## src/rtl/ldpc_iter_ctrl.sv

```systemverilog
// LDPC iteration scheduler: one LOAD sweep, then CN/VN row sweeps with a syndrome check per iteration.
// Define LDPC_ITER_ABORT_EN to add an abort input that ends the decode early, unsuccessfully.
module ldpc_iter_ctrl #(
  parameter int unsigned ITER_BITS = 4,
  parameter int unsigned ROW_BITS  = 3
) (
  input  logic                 clk,
  input  logic                 rst,
  input  logic                 start,
  input  logic [ITER_BITS-1:0] max_iter,
  input  logic [ROW_BITS-1:0]  n_rows,
  input  logic                 syndrome_ok,
`ifdef LDPC_ITER_ABORT_EN
  input  logic                 abort,
`endif
  output logic                 load_en,
  output logic                 cn_en,
  output logic                 vn_en,
  output logic [ROW_BITS-1:0]  row_idx,
  output logic [ITER_BITS-1:0] iter,
  output logic                 busy,
  output logic                 done,
  output logic                 success
);

  typedef enum logic [2:0] {
    S_IDLE  = 3'd0,
    S_LOAD  = 3'd1,
    S_CN    = 3'd2,
    S_VN    = 3'd3,
    S_CHECK = 3'd4,
    S_DONE  = 3'd5
  } state_t;

  state_t               state_q, state_d;
  logic [ROW_BITS-1:0]  n_rows_q, n_rows_d;
  logic [ITER_BITS-1:0] max_iter_q, max_iter_d;
  logic [ROW_BITS-1:0]  row_d;
  logic [ITER_BITS-1:0] iter_d;
  logic                 success_d;
  logic [ROW_BITS-1:0]  row_last_c;
  logic [ITER_BITS-1:0] iter_last_c;

  // Zero limits behave as one row / one iteration.
  always_comb begin
    row_last_c  = (n_rows_q == '0) ? '0 : n_rows_q - ROW_BITS'(1);
    iter_last_c = (max_iter_q == '0) ? '0 : max_iter_q - ITER_BITS'(1);
  end

  always_comb begin
    state_d    = state_q;
    n_rows_d   = n_rows_q;
    max_iter_d = max_iter_q;
    row_d      = row_idx;
    iter_d     = iter;
    success_d  = success;

    case (state_q)
      S_IDLE: begin
        if (start) begin
          n_rows_d   = n_rows;
          max_iter_d = max_iter;
          row_d      = '0;
          iter_d     = '0;
          success_d  = 1'b0;
          state_d    = S_LOAD;
        end
      end
      S_LOAD, S_CN, S_VN: begin
        if (row_idx == row_last_c) begin
          row_d = '0;
          if (state_q == S_LOAD)    state_d = S_CN;
          else if (state_q == S_CN) state_d = S_VN;
          else                      state_d = S_CHECK;
        end else begin
          row_d = row_idx + ROW_BITS'(1);
        end
      end
      S_CHECK: begin
        if (syndrome_ok) begin
          success_d = 1'b1;
          state_d   = S_DONE;
        end else if (iter == iter_last_c) begin
          success_d = 1'b0;
          state_d   = S_DONE;
        end else begin
          iter_d  = iter + ITER_BITS'(1);
          state_d = S_CN;
        end
      end
      S_DONE:  state_d = S_IDLE;
      default: state_d = S_IDLE;
    endcase

`ifdef LDPC_ITER_ABORT_EN
    // Abort overrides every working-state decision, including a passing syndrome.
    if (abort && (state_q != S_IDLE) && (state_q != S_DONE)) begin
      state_d   = S_DONE;
      success_d = 1'b0;
      row_d     = '0;
      iter_d    = iter;
    end
`endif
  end

  // Outputs are registered from the next state so every strobe lines up with its state.
  always_ff @(posedge clk or negedge rst) begin
    if (!rst) begin
      state_q    <= S_IDLE;
      n_rows_q   <= '0;
      max_iter_q <= '0;
      row_idx    <= '0;
      iter       <= '0;
      success    <= 1'b0;
      load_en    <= 1'b0;
      cn_en      <= 1'b0;
      vn_en      <= 1'b0;
      busy       <= 1'b0;
      done       <= 1'b0;
    end else begin
      state_q    <= state_d;
      n_rows_q   <= n_rows_d;
      max_iter_q <= max_iter_d;
      row_idx    <= row_d;
      iter       <= iter_d;
      success    <= success_d;
      load_en    <= (state_d == S_LOAD);
      cn_en      <= (state_d == S_CN);
      vn_en      <= (state_d == S_VN);
      busy       <= (state_d != S_IDLE);
      done       <= (state_d == S_DONE);
    end
  end

endmodule
```

## config.mk

```make
export PLATFORM = sky130hd
export DESIGN_NAME = ldpc_iter_ctrl
export DESIGN_NICKNAME = d
export VERILOG_FILES = /design/src/rtl/ldpc_iter_ctrl.sv
export SDC_FILE = /design/constraint.sdc
export NUM_CORES = 1
export LEC_CHECK = 0
export BUFFER_PORTS_ARGS = -buffer_cell sky130_fd_sc_hd__buf_2
export CAP_MARGIN = 20
export CORE_MARGIN = 2
export CORE_UTILIZATION = 36
export CTS_CLUSTER_SIZE = 12
export DETAILED_ROUTE_END_ITERATION = 12
export GPL_TIMING_DRIVEN = 0
export PLACE_DENSITY = 0.68
export SETUP_SLACK_MARGIN = 0.5
export SYNTH_ARGS = -nofsm -noshare
export SYNTH_HDL_FRONTEND = slang
export SYNTH_SLANG_ARGS = --single-unit
```

## constraint.sdc

```tcl
create_clock -name clk -period 2.6 [get_ports clk]
set_input_delay 0.13 -clock clk [delete_from_list [all_inputs] [get_ports clk]]
set_output_delay 0.13 -clock clk [all_outputs]
set_load 0.005 [all_outputs]
```

After elaboration in Yosys (flattened, before gate mapping)
Cells that the tools add are included.
{"block": "op_classes", "addsub": 4, "n_eq_ne": 14, "mux": 20, "reduce_logical": 11}
{"operator": "two-way mux 3 bit", "n": 9}
{"operator": "two-way mux 4 bit", "n": 4}
{"operator": "== test 3 x 2 -> 1 bit (second input constant)", "n": 4}
{"operator": "one-hot mux 3 bit (3 select lines)", "n": 1}
{"operator": "one-hot mux 4 bit (2 select lines)", "n": 1}
{"operator": "== test 3 x 1 -> 1 bit (second input constant)", "n": 2}
{"operator": "== test 3 bit (second input constant)", "n": 2}
{"operator": "zero test 3 bit", "n": 2}
{"operator": "!= test 2 bit (second input constant)", "n": 3}
{"operator": "one-hot mux 3 bit (2 select lines)", "n": 1}
{"operator": "adder 4 x 1 -> 4 bit (second input constant)", "n": 1}
{"operator": "== test 4 bit", "n": 1}
{"operator": "zero test 4 bit", "n": 1}
{"operator": "AND reduction 2 bit", "n": 2}
{"operator": "AND reduction 4 bit", "n": 1}
{"operator": "nonzero test 2 bit", "n": 2}
{"operator": "subtractor 4 x 1 -> 4 bit (second input constant)", "n": 1}
{"operator": "adder 3 x 1 -> 3 bit (second input constant)", "n": 1}
{"operator": "== test 3 bit", "n": 1}
{"operator": "two-way mux 1 bit", "n": 3}
{"operator": "!= test 3 bit (second input constant)", "n": 1}
{"operator": "AND reduction 3 bit", "n": 1}
{"operator": "nonzero test 3 bit", "n": 1}
{"operator": "OR reduction 3 bit", "n": 1}
{"operator": "other kinds (2)", "n": 2}
{"block": "totals", "ff_bits": 23, "out_inout_bits": 13}

Depth between registers and ports, before layout
Gate-level depths: netlist of run 1.
{"block": "depth", "ltp_word": 7, "ltp_mapped": 8, "mapped_depth_nobuf": 8}

Worst setup path after synthesis of run 1
No wires, ideal clock.
{"block": "synth_timing", "path_type": "register to register", "from": "reg n_rows_q[0]", "to": "reg state_q[1]", "arrival_ps": 1819, "required_ps": 2531, "setup_slack_ps": 713, "stages_incl_launch_ff": 9, "path_buffers": 0, "synth_period_minus_slack_ps": 1887, "cell_sequence": "dfrtp_1 -> nor2_1 -> inv_1 -> ha_1 -> xor2_1 -> nor4_4 -> nand2_2 -> or3_1 -> nand3_1"}
{"block": "synth_between", "elab_chain_cells": 5}
{"element": "from (decl)", "line": "36", "rtl": "logic [ROW_BITS-1:0] n_rows_q, n_rows_d;"}
{"element": "from (signal assigned)", "line": "122", "rtl": "n_rows_q <= n_rows_d;"}
{"element": "subtractor 3 x 1 -> 3 bit / zero test 3 bit (equally long branches)", "line": "46", "rtl": "row_last_c = (n_rows_q == '0) ? '0 : n_rows_q - ROW_BITS'(1);"}
{"element": "two-way mux 3 bit *", "line": "46"}
{"element": "== test 3 bit *", "line": "70", "rtl": "if (row_idx == row_last_c) begin"}
{"element": "two-way mux 3 bit *", "line": "70"}
{"element": "one-hot mux 3 bit (3 select lines) *", "line": "58", "rtl": "case (state_q)"}
{"element": "net state_d[1]", "line": "35", "rtl": "state_t state_q, state_d;"}
{"element": "to (signal assigned)", "line": "121", "rtl": "state_q <= state_d;"}
{"element": "to (decl)", "line": "35"}
Mark *: on every way through the listed nets, which the timed path passes. The rest lies on a longest branch.
A chain may end at the register's enable or synchronous reset.

Worst setup path in the final report of run 1
{"block": "layout_timing", "from": "reg n_rows_q[1]", "to": "reg state_q[1]"}
The elaborated chain is that of the path after synthesis.

==> results of run 1 <==
where the power goes:
part / leakage [nW] / total [W] / internal (W) / switching [W]
registers: 0.288 / 0.000676 / 0.000513 / 0.000163
logic: 0.392 / 0.00107 / 0.000527 / 0.000544
clock network: 0.0150 / 0.000169 / 0.0000601 / 0.000109
registers in the layout, summed over array words and instances, names as in the netlist:
name,count
iter,4
max_iter_q,4
n_rows_q,3
row_idx,3
state_q,3
busy,1
cn_en,1
done,1
load_en,1
success,1
vn_en,1
per-layer routing:
metal  up-vias  wire, um  track usage [%]
met4         0        34             5.43
met3         5       134             3.93
met5         -         0                0
met1       502      1360             19.7
met2        21      1420             26.8
li1        530         -                -
final cells by class:
type	count	area share, %
buffer	5	1.32
timing repair buffer	28	10.4
sequential	23	37.9
multi-input combinational	97	43.4
tap	46	3.79
inverter	6	1.48
clock buffer	4	1.73
what timing repair did:
item / in CTS / in global routing
setup buffers: 3 / 0
cloned: 0 / 0
hold buffers: 2 / 0
endpoints found under the hold margin: 24 / 0
pin swaps: 1 / 0
setup endpoints to repair: 1 / 2
gates resized for setup: 0 / 3
per-stage QoR:
| stage | cells | hold slack, ns | area [um2] | worst slack, ns |
|---|---|---|---|---|
| after floorplan | 131 | -0.166 | 1270 | 0.713 |
| after global placement | 200 | 0.132 | 1450 | 0.585 |
| after detailed placement | 200 | 0.146 | 1450 | 0.473 |
| after CTS | 209 | 0.0246 | 1520 | 0.585 |
| after global routing | 209 | 0.0203 | 1520 | 0.505 |
| final | 209 | 0.0249 | 1520 | 0.561 |
cell usage after synthesis (all sizes together) (3+ instances only):
cell / instances / share of area, %
nand3: 5 / 2.0
nand2: 11 / 3.4
inv: 6 / 1.8
nor3: 3 / 1.2
dfrtp: 23 / 45
ha: 4 / 3.9
mux2: 6 / 5.3
nor2: 10 / 2.9
nor2b: 5 / 2.5
clkbuf: 3 / 0.88
nand2b: 4 / 2.0
a21oi: 6 / 2.4
o21ai: 11 / 4.3
worst paths after layout:
check,end,depth (start not counted)
min,max_iter_q[2]$_DFFE_PN0P_,3
max in group asynchronous,n_rows_q[0]$_DFFE_PN0P_,2
max reg2reg,state_q[1]$_DFF_PN0_,7
max,state_q[1]$_DFF_PN0_,7
min reg2reg,success$_DFFE_PN0P_,1
min in group asynchronous,n_rows_q[1]$_DFFE_PN0P_,2
tightest hold or removal path, cell delays in order:
cell	delay, ns
buf_2	0.07
nand2_1	0.04
o21ai_0	0.07
cells in the final DEF (no fill, tap or decap), types with 2 or more instances in the layout:
cell | Yosys | routed
o31ai_1 | 2 | 2
buf_2 | 1 | 24
clkbuf_4 | 0 | 3
nand2b_1 | 4 | 4
or3_1 | 2 | 2
o22ai_1 | 2 | 2
nor2_1 | 10 | 9
dfrtp_1 | 23 | 22
buf_4 | 0 | 3
ha_1 | 4 | 4
xnor2_1 | 2 | 2
mux2_2 | 6 | 6
nand2_1 | 10 | 10
xor2_1 | 2 | 2
nor2b_1 | 5 | 5
dlygate4sd3_1 | 0 | 2
o22a_1 | 2 | 2
nand3_1 | 5 | 5
inv_1 | 6 | 6
or2_2 | 2 | 2
clkbuf_1 | 3 | 4
nor3_1 | 3 | 3
a21oi_1 | 6 | 6
o21ai_1 | 2 | 2
o21ai_0 | 9 | 9
cells by family (layout without fill, tap and decap cells):
group / count (synthesis) / count (layout) / synth area share, %
AO/OA/AOI/OAI: 33 / 33 / 17.4
XOR/XNOR: 4 / 4 / 2.75
adder cells (fa/ha/maj): 4 / 4 / 3.93
buffers and inverters: 11 / 43 / 3.34
flip-flops: 23 / 23 / 45.2
multiplexers: 7 / 7 / 6.09
AND/OR/NAND/NOR: 49 / 49 / 21.3
==> results.cfg, run 1 <==
[run_status]
outcome = completed

[pwr]
irDropWorstVdd_mv = 0.644
power_w = 0.00192
pwr_density_cell_nw_per_um2 = 1260
p_leak_nw = 0.695

[global_route]
grt_pass1_vias = 1074
grt_pass1_wl_um = 5060
grt_max_degree = 24
grt_usage_pct = 15.9
antenna_found_initial = 0
grt_overflow = 0

[cts]
clk_latency_ns = 0.32
htree_num_levels = 1
cts_buffer_depth = 2
clk_transition_reported_paths_ns = 0.12
cts_buffers = 3
clock-sinks = 23
cts_tree = done
root_buffer = clkbuf_4

[sta]
rsz0062_at_grt = no
slew_viol_final = 0
fmax_mhz = 490
setup_tns_ns = 0
slew_headroom_pct = 64.2
clock_skew_ns = 0.00180
hold_viol = 0
finalSetupViolCount = 0
post-route-min-period_ns = 2.04
worst_pin_slew_ns = 0.534
post-route-period-util_pct = 78.4

[synthesis]
ys.flop_type = dfrtp_1
synth_cell_types = 42
synth_seq_area_share_pct = 45.2
ys_seq_elements = 23
netlist_instances = 131
netlist_area_um2 = 1270
syn_area_per_cell_um2 = 9.72
synth_edf_count = 0
synth_nets = 146
yosys_warnings = 0
async_flop_share_pct = 100

[placement]
place.gp.congestion = 0.752
dp_hpwl_um = 2060
numPortBuffers = 23

[cells_and_area]
fin_nets = 179
fillers = 356
final_util_pct = 45.2
multi_input_area_um2 = 659
antenna_cells = 0
seqCellArea_um2 = 577
area_growth_pct = 19.4
drive_above_1_share_pct = 27.0

[detailed_routing]
initialDrtViolationCount = 30
firstDrtPassIters = 4
drc_errors = 0
routed_wl_um = 2940
wl_per_cell_um = 14.1
vias_per_cell = 5.06
via_count = 1058
ant_nets = 0

[worst_setup_path]
crit_start = n_rows_q[1]$_DFFE_PN0P_
endpoint_kind = flip-flop
path_delay_family = simple AND/OR/NAND/NOR gates
critPathLaunchType = flip-flop
cp.arrival_ns = 2.30
crit_fanout = 6
worstPathRequired_ns = 2.86
cp.buffers_inverters = 1
crit_chain = or3b_1 > and3_4 > nor4_4 > buf_4 > nand2_2 > or3_1 > nand3_1
crit_path_max_incr_delay_ns = 0.44
criticalPathCategory = reg2reg
rr_startpoint = n_rows_q[1]$_DFFE_PN0P_
cp_slowest_cell = dfrtp_1
rrSetupSlack_ns = 0.56

[hold_path]
worst_hold_startpoint = max_iter[2]
hp-class = in2reg

[floorplanning]
die_width_um = 63.5
core_area_um2 = 3360
num_rows = 21
initial_core_util_pct = 37.9
io_pins = 24
dieArea_um2 = 4030
die_h_um = 63.5

[job]
drv_cap = 0
Note: power is estimated with default switching activity, not from simulation.
==> run 2, diff against run 1 <==
PLACE_DENSITY = 0.7   (was 0.68)
clock period = 1.7 ns   (was 2.6 ns; I/O delays follow)
==> results.cfg, run 2 (synthesized netlist as in run 1, its figures left out) <==
[cells_and_area]
antenna_cells = 0
drive_above_1_share_pct = 53.3
area_growth_pct = 55.6
layout_commonest_cell = buf_2
reg.largest.list = iter (4), max_iter_q (4)
final_cell_mix = buf_2, dfrtp_1, buf_4
fin_nets = 200
finalInstanceArea_um2 = 1980
final_util_pct = 58.9

[detailed_routing]
via_count = 1192
vias_per_cell = 5.18
ant_nets = 0
wl_per_cell_um = 14.6
firstDrtPassIters = 4
initialDrtViolationCount = 29
drc_errors = 0
routed_wl_um = 3350

[sta]
finalSetupViolCount = 13
slew_viol_final = 0
post-route-min-period_ns = 2.00
setup_tns_ns = -1.96
slew_headroom_pct = 64.8
fmax_mhz = 500
rsz0062_at_grt = yes
worst_pin_slew_ns = 0.527
worst_slack_ns = -0.301
post-route-period-util_pct = 118
clock_skew_ns = 0.0117
hold_viol = 0

[placement]
place.gp.congestion = 0.800
dp_hpwl_um = 2090
numPortBuffers = 23
dpl-instance-area_um2 = 1550

[pwr]
irDropWorstVdd_mv = 1.10
p_leak_nw = 0.916
pwr_density_cell_nw_per_um2 = 1990
power_w = 0.00394

[worst_setup_path]
worstPathRequired_ns = 1.95
endpoint_kind = flip-flop
crit_chain = or3b_4 > and3_4 > nor4_4 > buf_6 > nand2_4 > or3_1 > nand3_1
path_delay_family = simple AND/OR/NAND/NOR gates
criticalPathCategory = reg2reg
cp_slowest_cell = dfrtp_1
critPathLaunchType = flip-flop
cp.arrival_ns = 2.26
cp.buffers_inverters = 1
crit_path_max_incr_delay_ns = 0.46
crit_fanout = 5

[floorplanning]
core_area_um2 = 3360
die_h_um = 63.5
dieArea_um2 = 4030
io_pins = 24
die_width_um = 63.5
num_rows = 21
initial_core_util_pct = 37.9

[global_route]
grt_pass1_wl_um = 5740
use_met3_pct = 2.32
antenna_found_initial = 0
use_met1_pct = 21.0
grt_usage_pct = 17.6
grt_max_degree = 24
grt_pass1_vias = 1267
busiest_layer = met2
use_met2_pct = 33.4
grt_overflow = 0

[cts]
root_buffer = clkbuf_4
clk_latency_ns = 0.32
htree_num_levels = 1
clock-sinks = 23
cts_tree = done
clk_transition_reported_paths_ns = 0.15
cts_buffers = 3
cts_buffer_depth = 2

[run_status]
violations = setup timing
outcome = finished with violations

[hold_path]
hp-class = in2reg

[job]
drv_cap = 0
[run 2: cell count changes in the layout (fill, tap and decap cells not counted), moves of 4 or more]
cell / change
clkbuf_1: -4
nor2_1: -4
o21ai_0: -5
o21ai_2: +4
dlygate4sd3_1: +5
mux2_2: -6
mux2_4: +6
buf_6: +6
buf_4: +8
[run 2: final timing paths]
| check | start | endpoint | slack (ns) | depth (start not counted) |
|---|---|---|---|---|
| worst max-delay path | n_rows_q[1]$_DFFE_PN0P_ | state_q[1]$_DFF_PN0_ | -0.30 | 7 |
| worst min-delay path | max_iter[0] | max_iter_q[0]$_DFFE_PN0P_ | 0.01 | 2 |
| worst max register to register | n_rows_q[1]$_DFFE_PN0P_ | state_q[1]$_DFF_PN0_ | -0.30 | 7 |
| worst min register to register | success$_DFFE_PN0P_ | success$_DFFE_PN0P_ | 0.56 | 1 |
| max in group asynchronous | rst | iter[2]$_DFFE_PN0P_ | 1.08 | 2 |
| min in group asynchronous | rst | n_rows_q[2]$_DFFE_PN0P_ | 0.25 | 2 |
[run 2: power breakdown]
part           switching, W  internal [W]  total, W
clock              0.000180     0.0000897  0.000270
combinational       0.00113       0.00146   0.00260
sequential         0.000288      0.000786   0.00107
[run 2: routing by layer]
layer | vias to the layer above | part of all wire (%)
met1 | 590 | 42
met2 | 21 | 54
met5 | - | 0
met4 | 0 | 0.69
met3 | 4 | 3.2
li1 | 577 | -
[run 2: timing repair]
action                     4_1_cts  5_1_grt
setup buffers                   12        5
resized for setup               24       20
hold endpoints to repair        29        0
setup endpoints to repair       23       23
pin swaps                       12       13
gates cloned                     2        0
hold buffers                     7        0
[run 2: cell type report]
class | instances | area (um2)
flip-flops and latches | 23 | 579
fillers | 297 | 1380
plain buffers | 5 | 52.6
clock inverters | 1 | 7.51
well taps | 46 | 57.6
repair buffers | 48 | 372
multi-input cells | 98 | 868
inverters | 6 | 22.5
clock buffers | 3 | 22.5
[run 2: worst reg2reg max path, stage by stage (launching register included)]
cell	delay, ns
dfrtp_1	0.46
or3b_4	0.43
and3_4	0.19
nor4_4	0.27
buf_6	0.16
nand2_4	0.06
or3_1	0.30
nand3_1	0.08
[run 2: through the flow]
stage / hold slack [ns] / setup WS [ns] / cells
floorplan: -0.211 / -0.170 / 131
global placement: 0.0875 / -0.331 / 200
detailed placement: 0.0907 / -0.376 / 200
CTS: 0.00934 / -0.269 / 225
global route: 0.00645 / -0.354 / 230
finish: 0.0111 / -0.301 / 230
